<file path="config.mk">
export PLATFORM = sky130hd
export DESIGN_NAME = mmio_ctrl
export DESIGN_NICKNAME = d
export VERILOG_FILES = /design/src/rtl/mmio_ctrl_pkg.sv /design/src/rtl/mmio_ctrl_tx_fifo.sv /design/src/rtl/mmio_ctrl.sv
export SDC_FILE = /design/constraint.sdc
export NUM_CORES = 1
export LEC_CHECK = 0
export ABC_AREA = 1
export BUFFER_PORTS_ARGS = -buffer_cell sky130_fd_sc_hd__buf_4
export CORE_MARGIN = 5
export CORE_UTILIZATION = 40
export DETAILED_ROUTE_END_ITERATION = 10
export PLACE_DENSITY = 0.69
export SLEW_MARGIN = 15
export SYNTH_ARGS = -nofsm -noshare
export SYNTH_HDL_FRONTEND = slang
export SYNTH_SLANG_ARGS = --single-unit
</file>
<file path="constraint.sdc">
create_clock -name clk -period 2.7 [get_ports clk]
set_input_delay 0.54 -clock clk [delete_from_list [all_inputs] [get_ports clk]]
set_output_delay 0.54 -clock clk [all_outputs]
set_load 0.03 [all_outputs]
</file>
<file path="src/rtl/mmio_ctrl_pkg.sv">
// Shared MMIO constants for the Riscv151 0x8000_00xx window, plus the offset decoder.
// The core decode imports the same offsets, so both sides agree on the map.
package mmio_ctrl_pkg;

  localparam logic [31:0] MMIO_ADDR_BASE = 32'h8000_0000;

  localparam logic [4:0] MMIO_UART_CTRL = 5'h00;
  localparam logic [4:0] MMIO_UART_RX   = 5'h04;
  localparam logic [4:0] MMIO_UART_TX   = 5'h08;
  localparam logic [4:0] MMIO_CYC       = 5'h10;
  localparam logic [4:0] MMIO_INST      = 5'h14;
  localparam logic [4:0] MMIO_RST       = 5'h18;

  localparam int STAT_TX_NOT_FULL = 0;
  localparam int STAT_RX_FULL     = 1;
  localparam int STAT_OVF         = 2;

  typedef enum logic [2:0] {
    OP_NONE,
    OP_STATUS,
    OP_RX,
    OP_TX,
    OP_CYC,
    OP_INST,
    OP_CLR
  } mmio_op_e;

  // Loads and stores share some offsets; a direction mismatch is treated as unmapped.
  function automatic mmio_op_e mmio_decode(input logic [4:0] off, input logic we);
    mmio_decode = OP_NONE;
    case (off)
      MMIO_UART_CTRL: if (!we) mmio_decode = OP_STATUS;
      MMIO_UART_RX:   if (!we) mmio_decode = OP_RX;
      MMIO_UART_TX:   if (we)  mmio_decode = OP_TX;
      MMIO_CYC:       if (!we) mmio_decode = OP_CYC;
      MMIO_INST:      if (!we) mmio_decode = OP_INST;
      MMIO_RST:       if (we)  mmio_decode = OP_CLR;
      default:        mmio_decode = OP_NONE;
    endcase
  endfunction

endpackage

</file>
<file path="src/rtl/mmio_ctrl_tx_fifo.sv">
// Synchronous TX byte FIFO with wrap-bit pointers; a push while full is accepted
// only when a pop frees the head slot in the same cycle.
module mmio_tx_fifo #(
  parameter int DEPTH  = 8,
  parameter int DATA_W = 8
) (
  input  logic              clk,
  input  logic              rst_n,
  input  logic              push,
  input  logic              pop,
  input  logic [DATA_W-1:0] din,
  output logic [DATA_W-1:0] dout,
  output logic              full,
  output logic              empty
);

  localparam int AW = $clog2(DEPTH);

  logic [DATA_W-1:0] r_mem [DEPTH];
  logic [AW:0]       r_wr_ptr;
  logic [AW:0]       r_rd_ptr;
  logic              w_push_ok;
  logic              w_pop_ok;

  assign empty     = (r_wr_ptr == r_rd_ptr);
  assign full      = (r_wr_ptr[AW] != r_rd_ptr[AW]) &&
                     (r_wr_ptr[AW-1:0] == r_rd_ptr[AW-1:0]);
  assign w_pop_ok  = pop && !empty;
  assign w_push_ok = push && (!full || w_pop_ok);

  always_ff @(posedge clk or negedge rst_n) begin
    if (!rst_n) begin
      r_wr_ptr <= '0;
      r_rd_ptr <= '0;
    end else begin
      if (w_push_ok) r_wr_ptr <= r_wr_ptr + 1'b1;
      if (w_pop_ok)  r_rd_ptr <= r_rd_ptr + 1'b1;
    end
  end

  // Storage carries data only; validity is fully defined by the pointers.
  always_ff @(posedge clk) begin
    if (w_push_ok) r_mem[r_wr_ptr[AW-1:0]] <= din;
  end

  assign dout = r_mem[r_rd_ptr[AW-1:0]];

endmodule

</file>
<file path="src/rtl/mmio_ctrl.sv">
// MMIO controller: decodes EX-stage accesses, feeds the UART through a TX FIFO,
// holds one RX byte, owns the cycle/instruction counters, returns loads one cycle later.
module mmio_ctrl
  import mmio_ctrl_pkg::*;
#(
  parameter int          TX_DEPTH  = 8,
  parameter logic [31:0] ADDR_BASE = 32'h8000_0000
) (
  input  logic        clk,
  input  logic        rst_n,
  input  logic        req_valid,
  input  logic        req_we,
  input  logic [31:0] req_addr,
  input  logic [7:0]  req_wdata,
  input  logic        instr_retire,
  output logic        rd_valid,
  output logic [31:0] rd_data,
  output logic [7:0]  uart_tx_data,
  output logic        uart_tx_valid,
  input  logic        uart_tx_ready,
  input  logic [7:0]  uart_rx_data,
  input  logic        uart_rx_valid,
  output logic        uart_rx_ready
);

  logic        w_hit;
  mmio_op_e    w_op;
  logic        w_load;
  logic        w_tx_push;
  logic        w_tx_pop;
  logic        w_tx_full;
  logic        w_tx_empty;
  logic        w_rx_pop;
  logic        w_rx_capture;
  logic        w_ovf_set;
  logic        w_ovf_clr;
  logic        w_cnt_clr;
  logic [31:0] w_rd_mux;

  logic        r_rx_full;
  logic [7:0]  r_rx_byte;
  logic        r_ovf;
  logic [31:0] r_cycle_cnt;
  logic [31:0] r_instr_cnt;
  logic        r_rd_vld_p1;
  logic [31:0] r_rd_data_p1;

  assign w_hit  = (req_addr[31:5] == ADDR_BASE[31:5]);
  assign w_op   = (req_valid && w_hit) ? mmio_decode(req_addr[4:0], req_we) : OP_NONE;
  assign w_load = req_valid && !req_we;

  assign w_tx_push    = (w_op == OP_TX);
  assign w_tx_pop     = uart_tx_valid && uart_tx_ready;
  assign w_rx_pop     = (w_op == OP_RX) && r_rx_full;
  assign w_rx_capture = uart_rx_valid && uart_rx_ready;
  assign w_ovf_set    = w_tx_push && w_tx_full && !w_tx_pop;
  assign w_ovf_clr    = (w_op == OP_STATUS);
  assign w_cnt_clr    = (w_op == OP_CLR);

  assign uart_tx_valid = !w_tx_empty;
  assign uart_rx_ready = !r_rx_full || w_rx_pop;

  mmio_tx_fifo #(
    .DEPTH  (TX_DEPTH),
    .DATA_W (8)
  ) u_tx_fifo (
    .clk   (clk),
    .rst_n (rst_n),
    .push  (w_tx_push),
    .pop   (w_tx_pop),
    .din   (req_wdata),
    .dout  (uart_tx_data),
    .full  (w_tx_full),
    .empty (w_tx_empty)
  );

  // A pop with a simultaneous arrival leaves the register full with the new byte.
  always_ff @(posedge clk or negedge rst_n) begin
    if (!rst_n) begin
      r_rx_full <= 1'b0;
      r_rx_byte <= '0;
    end else if (w_rx_capture) begin
      r_rx_full <= 1'b1;
      r_rx_byte <= uart_rx_data;
    end else if (w_rx_pop) begin
      r_rx_full <= 1'b0;
    end
  end

  always_ff @(posedge clk or negedge rst_n) begin
    if (!rst_n) begin
      r_ovf <= 1'b0;
    end else if (w_ovf_set) begin
      r_ovf <= 1'b1;
    end else if (w_ovf_clr) begin
      r_ovf <= 1'b0;
    end
  end

  always_ff @(posedge clk or negedge rst_n) begin
    if (!rst_n) begin
      r_cycle_cnt <= '0;
      r_instr_cnt <= '0;
    end else if (w_cnt_clr) begin
      r_cycle_cnt <= '0;
      r_instr_cnt <= '0;
    end else begin
      r_cycle_cnt <= r_cycle_cnt + 32'd1;
      if (instr_retire) r_instr_cnt <= r_instr_cnt + 32'd1;
    end
  end

  always_comb begin
    w_rd_mux = '0;
    case (w_op)
      OP_STATUS: begin
        w_rd_mux[STAT_TX_NOT_FULL] = !w_tx_full;
        w_rd_mux[STAT_RX_FULL]     = r_rx_full;
        w_rd_mux[STAT_OVF]         = r_ovf;
      end
      OP_RX:   w_rd_mux = r_rx_full ? {24'b0, r_rx_byte} : 32'b0;
      OP_CYC:  w_rd_mux = r_cycle_cnt;
      OP_INST: w_rd_mux = r_instr_cnt;
      default: w_rd_mux = '0;
    endcase
  end

  // ---- EX -> MEM/WB boundary: load result registered alongside its valid ----
  always_ff @(posedge clk or negedge rst_n) begin
    if (!rst_n) begin
      r_rd_vld_p1  <= 1'b0;
      r_rd_data_p1 <= '0;
    end else begin
      r_rd_vld_p1 <= w_load;
      if (w_load) r_rd_data_p1 <= w_rd_mux;
    end
  end

  assign rd_valid = r_rd_vld_p1;
  assign rd_data  = r_rd_data_p1;

endmodule

</file>
==> results.cfg, run 1 <==
[logic_synthesis]
avgSynthCellArea_sq_um = 8.52
syn_inst = 1059
ys_seq_area_share_pct = 53.2
synth_fp_nets = 1118
syn-cell-area_sq_um = 9020
synth_ff_type = dfrtp_1
async_flop_share_pct = 64.2
yosys_warnings = 0
synth_cell_types = 44
synth_edf_count = 64
synth-seq-cells = 179

[timing]
fin_setup_tns_ns = 0
finalCritPeriodShare_pct = 92.2
relSlewSlack_pct = 54.7
skew_ns = 0.00916
setup_viol = 0
timing.fmax_ghz = 0.402
hold_viol = 0
grt_setup_unrepaired = false
worst_pin_slew_ns = 0.678
fin_crit_ns = 2.49
slew_viol_final = 0

[worst_hold_path]
hold_path_class = input pin to asynchronous set/reset pin

[grt]
overflow = 0
first_global_vias = 7320
antenna_found_initial = 0
grt_use_total_pct = 17.3
grt_max_degree = 46
grt_pass1_wl_um = 36300

[setup_path]
cp-start-kind = register
cp_max_fo = 32
worst_ep_required_time_ns = 2.16
reg2reg_to = u_tx_fifo.r_mem[0][0]$_DFFE_PP_
end_kind = primary output
reg2reg_slack_ns = 0.46
worstSetupPathType = register to primary output
rr_worst_depth = 12
worstPathArrival_ns = 1.95
rr_startpoint = u_tx_fifo.r_rd_ptr[1]$_DFFE_PN0P_

[die]
boundaryPins = 98
rows = 55
core_sq_um = 22400
die-width_um = 160
design.die.area_sq_um = 25700
start_util_pct = 40.2
die_h_um = 160

[pwr]
ir_drop_uv = 429
p_leak_nw = 4.86
p_per_area_nw_per_um2 = 669
total_power_w = 0.00715

[flow_run]
max-cap-violations = 0

[drt]
drt_pre_antenna_iters = 5
num_vias = 7471
finalWirelength_um = 22100
antenna_left = 0
wire_per_inst_um = 15.1
drc = 0
drt_iter0_markers = 463
viasPerCell = 5.10

[cells_and_area]
post-route-util_pct = 47.6
area_growth_pct = 18.5
fin_nets = 1227
layout-drive-gt1-share_pct = 16.5
n_antenna_cell = 0

[clocking]
hold_buffers = 0
post_cts_buffers = 0
cts_max_path_buffers = 2
htreeDepth = 4
clockRootBuffer = clkbuf_16
cts_tree = yes
cts.sinks = 179
clk_latency_ns = 0.43
numCtsBuffers = 17
clk_pin_slew_ns = 0.07
cts_resized = 0

[status]
status = complete, no violations

[placed_design]
hpwl_um = 16800
portBuffers = 97
gp_congestion = 0.907
## registers in the layout, summed over array words and instances, names as in the netlist
register	flops
r_ovf	1
rd_data	32
u_tx_fifo.r_rd_ptr	4
rd_valid	1
r_rx_full	1
r_rx_byte	8
r_instr_cnt	32
u_tx_fifo.r_mem	64
u_tx_fifo.r_wr_ptr	4
r_cycle_cnt	32
## through the flow
step / hold slack [ns] / instances / area [sq um] / worst slack [ns]
after global routing: 0.100 / 1466 / 10700 / 0.0101
after detailed placement: 0.461 / 1434 / 10100 / 0.203
after floorplan: 0.244 / 1059 / 9020 / 0.402
after global placement: 0.457 / 1434 / 10100 / 0.231
final: 0.0837 / 1466 / 10700 / 0.211
after CTS: 0.0848 / 1466 / 10700 / 0.183
## power by group
group / leakage (nW) / switching, W / internal, W
clock: 0.283 / 0.00107 / 0.00132
sequential: 1.98 / 0.000136 / 0.00294
combinational: 2.60 / 0.00109 / 0.000597
## worst max path at each step
stage	start	cells after the start	slack [ns]	end
final	u_tx_fifo.r_rd_ptr[0]$_DFFE_PN0P_	7	0.21	uart_tx_data[4]
after global routing	u_tx_fifo.r_rd_ptr[0]$_DFFE_PN0P_	7	0.01	uart_tx_data[4]
after CTS	u_tx_fifo.r_rd_ptr[0]$_DFFE_PN0P_	7	0.18	uart_tx_data[4]
after detailed placement	req_addr[1]	13	0.20	u_tx_fifo.r_mem[0][0]$_DFFE_PP_
after global placement	req_addr[1]	9	0.23	uart_rx_ready
after floorplan	req_addr[1]	11	0.40	u_tx_fifo.r_mem[0][0]$_DFFE_PP_
## final cells by class
type,instances,area [sq um]
Timing Repair Buffer,122,928
Fill cell,2143,11700
Multi-Input combinational cell,744,3640
Inverter,104,390
Tap cell,285,357
Clock inverter,11,88.8
Clock buffer,21,487
Sequential cell,179,4800
## worst max-delay path: stages, from the launching register on
cell,delay [ns]
dfrtp_1,0.40
inv_1,0.10
buf_4,0.29
o21ai_0,0.12
o22ai_1,0.14
nor2_1,0.08
a31oi_1,0.21
buf_4,0.20
## cells by family after synthesis
logic type / share of synthesized area (%)
adders and majority gates: 0.555
AOI/OAI and AO/OA: 7.96
DFF: 53.2
xor gates and xnor gates: 2.23
and+or+nand+nor: 29.6
buffers and inverters: 6.48
## layer usage
layer  track usage, %  up-vias  part of all wire [%]
li1                 -     3744                     -
met1             22.9     3531                    45
met2             29.1      171                    49
met3             2.79       25                   3.8
met4             5.59        0                   1.9
met5                0        -                     0
## layout by cell type, fill, tap and decap left out, types with 2 or more instances in the layout
cell,count
edfxtp_1,64
a21oi_1,13
dfrtp_1,115
nand4_1,50
a31oi_1,10
nand3b_1,3
or2_2,8
clkbuf_16,19
o211ai_2,10
o21ai_0,43
ha_1,4
inv_1,99
nor2_1,188
nand3_2,4
nor3b_1,2
inv_2,4
nand2_1,241
o21ai_1,2
xor2_1,18
nand2_2,6
nand3_1,62
o221ai_1,2
o22ai_1,9
o211ai_1,16
clkinv_4,4
xnor2_1,5
a211oi_1,2
inv_6,4
nor2_4,3
nor4_1,2
buf_4,121
o31ai_1,2
nor2_2,2
nor3_1,29
## cells in the mapped netlist, types with 7 or more instances
library cell | n | area (sq um)
o21ai_0 | 43 | 215
buf_6 | 7 | 78.8
o211ai_2 | 10 | 125
o211ai_1 | 16 | 120
nor2_1 | 188 | 706
a31oi_1 | 10 | 62.6
clkbuf_1 | 15 | 56.3
nor3_1 | 29 | 145
or2_2 | 8 | 50.1
nand3_1 | 62 | 310
a21oi_1 | 13 | 65.1
nand4_1 | 50 | 313
inv_1 | 99 | 372
edfxtp_1 | 64 | 1920
nand2_1 | 241 | 905
xor2_1 | 18 | 158
dfrtp_1 | 115 | 2880
o22ai_1 | 9 | 56.3
No activity file was read; power rests on OpenSTA's default activity.
==> inputs of run 2 (changes only) <==
--- a/config.mk
+++ b/config.mk
@@ -14,4 +14,5 @@
 export SLEW_MARGIN = 15
 export SYNTH_ARGS = -nofsm -noshare
 export SYNTH_HDL_FRONTEND = slang
+export SYNTH_HIERARCHICAL = 1
 export SYNTH_SLANG_ARGS = --single-unit
==> results.cfg, run 2 <==
[drt]
drt_pre_antenna_iters = 5
drt_iter0_markers = 527
antenna_left = 0
num_vias = 7685
drc = 0
wire_per_inst_um = 15.5
finalWirelength_um = 23100
viasPerCell = 5.15

[clocking]
numCtsBuffers = 17
clk_latency_ns = 0.43
cts_tree = yes
clockRootBuffer = clkbuf_16
htreeDepth = 4
cts_max_path_buffers = 2
cts.sinks = 179
hold_buffers = 0
clk_pin_slew_ns = 0.07

[timing]
slew_viol_final = 0
layout_setup_ws_ns = 0.263
hold_viol = 0
worst_pin_slew_ns = 0.674
skew_ns = 0.0130
fin_setup_tns_ns = 0
grt_setup_unrepaired = false
fin_crit_ns = 2.44
timing.fmax_ghz = 0.410
finalCritPeriodShare_pct = 90.2
setup_viol = 0
relSlewSlack_pct = 54.7

[logic_synthesis]
synth_top_area_cell = dfrtp_1
synth_fp_nets = 1149
muxShareOfSynthArea_pct = 0
synth-xor-area-share_pct = 2.86
synth_cell_types = 45
async_flop_share_pct = 64.2
yosysMostFrequentCell = nand2_1
synth_compound_area_share_pct = 6.51
syn-cell-area_sq_um = 9190
synth-seq-cells = 179
yosys_warnings = 6
synthSimpleGateAreaFrac_pct = 30.5
ys_seq_area_share_pct = 52.2
avgSynthCellArea_sq_um = 8.43
synth_top_family_by_area = simple AND/OR/NAND/NOR gates
synth_edf_count = 64
synth_top_cell_area_share_pct = 31.3
synth.area.top_cells = dfrtp_1 31%, edfxtp_1 21%, nand2_1 11%
synth_ff_type = dfrtp_1
syn_inst = 1090
synthTopCellsByCount = 277 x nand2_1, 155 x nor2_1, 115 x dfrtp_1, 113 x inv_1, 85 x nand3_1
synthAdderAreaFrac_pct = 0.544

[grt]
overflow = 0
grt_max_degree = 58
grt_use_total_pct = 18.1
antenna_found_initial = 0
grt_pass1_wl_um = 38200
first_global_vias = 7627

[setup_path]
max_stage_delay_ns = 0.25
worst_ep_required_time_ns = 2.16
worstPathArrival_ns = 1.90
slowest_stage = buf_4
cp_max_fo = 23
end_kind = primary output
cp-start-kind = input pin
path_cells = buf_4 -> nor2_1 -> nand2_1 -> nor2_1 -> nand2_1 -> nor2_4 -> buf_4 -> nand4_1 -> nand2_1 -> buf_4
worstSetupPathType = input pin to primary output

[placed_design]
gp_congestion = 0.904
hpwl_um = 17200
portBuffers = 97
preCtsSetupSlack_ns = 0.134
dp.cells = 1461

[cells_and_area]
layout_commonest_cell = nand2_1
area_growth_pct = 17.7
layout-drive-gt1-share_pct = 16.6
layout_common_cells = 277 x nand2_1, 155 x nor2_1, 120 x buf_4, 114 x dfrtp_1, 113 x inv_1
fin_nets = 1254
n_antenna_cell = 0
final_cells = 1493
largest_reg_flops = 64

[status]
status = complete, no violations

[die]
start_util_pct = 40.6
design.die.area_sq_um = 26100
boundaryPins = 98
die-width_um = 162
die_h_um = 162
core_sq_um = 22600
rows = 55

[pwr]
p_leak_nw = 5.10
p_per_area_nw_per_um2 = 538
ir_drop_uv = 408

[worst_hold_path]
hold_path_class = input pin to asynchronous set/reset pin

[flow_run]
max-cap-violations = 0
[run 2: cell types whose count changed after synthesis, sizes merged, moves of 9 or more]
cell / delta
nand2: +34
nor2: -28
nand3: +20
inv: +17
a31oi: -10
buf: +9
[run 2: layout make-up]
type / instances / area (sq um)
clock buffer: 18 / 429
fill: 2153 / 11800
clock inverter: 14 / 139
timing repair buffer: 121 / 921
tap: 285 / 357
multi-input combinational: 756 / 3720
sequential: 179 / 4800
inverter: 120 / 453
[run 2: metrics by stage]
step                power [W]  hold slack (ns)  area, sq um  util (%)
floorplan             0.00330            0.244         9190         -
global placement      0.00349            0.458        10200      45.3
detailed placement    0.00351            0.459        10200      45.3
CTS                   0.00588           0.0832        10800      47.8
global route          0.00608            0.104        10800      47.8
finish                0.00582           0.0649        10800      47.8
[run 2: critical path, delay by kind of cell]
family	cells	cell delay, ns
simple gates	7	0.81
buf+inv	3	0.54
[run 2: path summary, 6_finish.rpt]
check / to / depth (start not counted) / startpoint / slack (ns)
worst max-delay path: uart_rx_ready / 10 / req_addr[30] / 0.26
min in group clk: r_rx_byte[4]$_DFFE_PN0P_ / 3 / uart_rx_data[4] / 0.33
max in group asynchronous: u_tx_fifo/r_rd_ptr[1]$_DFFE_PN0P_ / 2 / rst_n / 1.92
worst min-delay path: r_cycle_cnt[25]$_DFF_PN0_ / 1 / rst_n / 0.06
worst max register to register: u_tx_fifo/r_mem[3][2]$_DFFE_PP_ / 11 / u_tx_fifo/r_wr_ptr[2]$_DFFE_PN0P_ / 0.35
worst min register to register: r_rx_byte[6]$_DFFE_PN0P_ / 2 / r_rx_byte[6]$_DFFE_PN0P_ / 0.47
[run 2: logic make-up (layout without fill, tap and decap cells)]
kind of cell / after synthesis / after routing
xor gates and xnor gates: 30 / 30
and+or+nand+nor: 630 / 630
adders and majority gates: 4 / 4
AOI/OAI and AO/OA: 92 / 92
buffers and inverters: 155 / 273
DFF: 179 / 179
[run 2: timing repair]
action,4_1_cts,5_1_grt
gates resized for setup,0,1
setup endpoints to repair,0,65
buffers inserted,0,0
[run 2: report_power, final]
| part | switching [W] | total [W] | internal, W | leakage (nW) |
|---|---|---|---|---|
| sequential | 0.000112 | 0.00303 | 0.00291 | 2.02 |
| combinational | 0.000247 | 0.000421 | 0.000174 | 2.81 |
| clock | 0.00115 | 0.00238 | 0.00123 | 0.278 |
| total | 0.00151 | 0.00582 | 0.00432 | 5.10 |
[run 2: routing by layer]
| layer | vias to the layer above | wire length, um | part of all wire [%] | GRT usage [%] |
|---|---|---|---|---|
| li1 | 3802 | - | - | - |
| met1 | 3626 | 10400 | 45 | 23.8 |
| met2 | 221 | 11200 | 48 | 30.4 |
| met3 | 36 | 1040 | 4.5 | 3.09 |
| met4 | 0 | 500 | 2.2 | 5.93 |
| met5 | - | 0 | 0 | 0 |
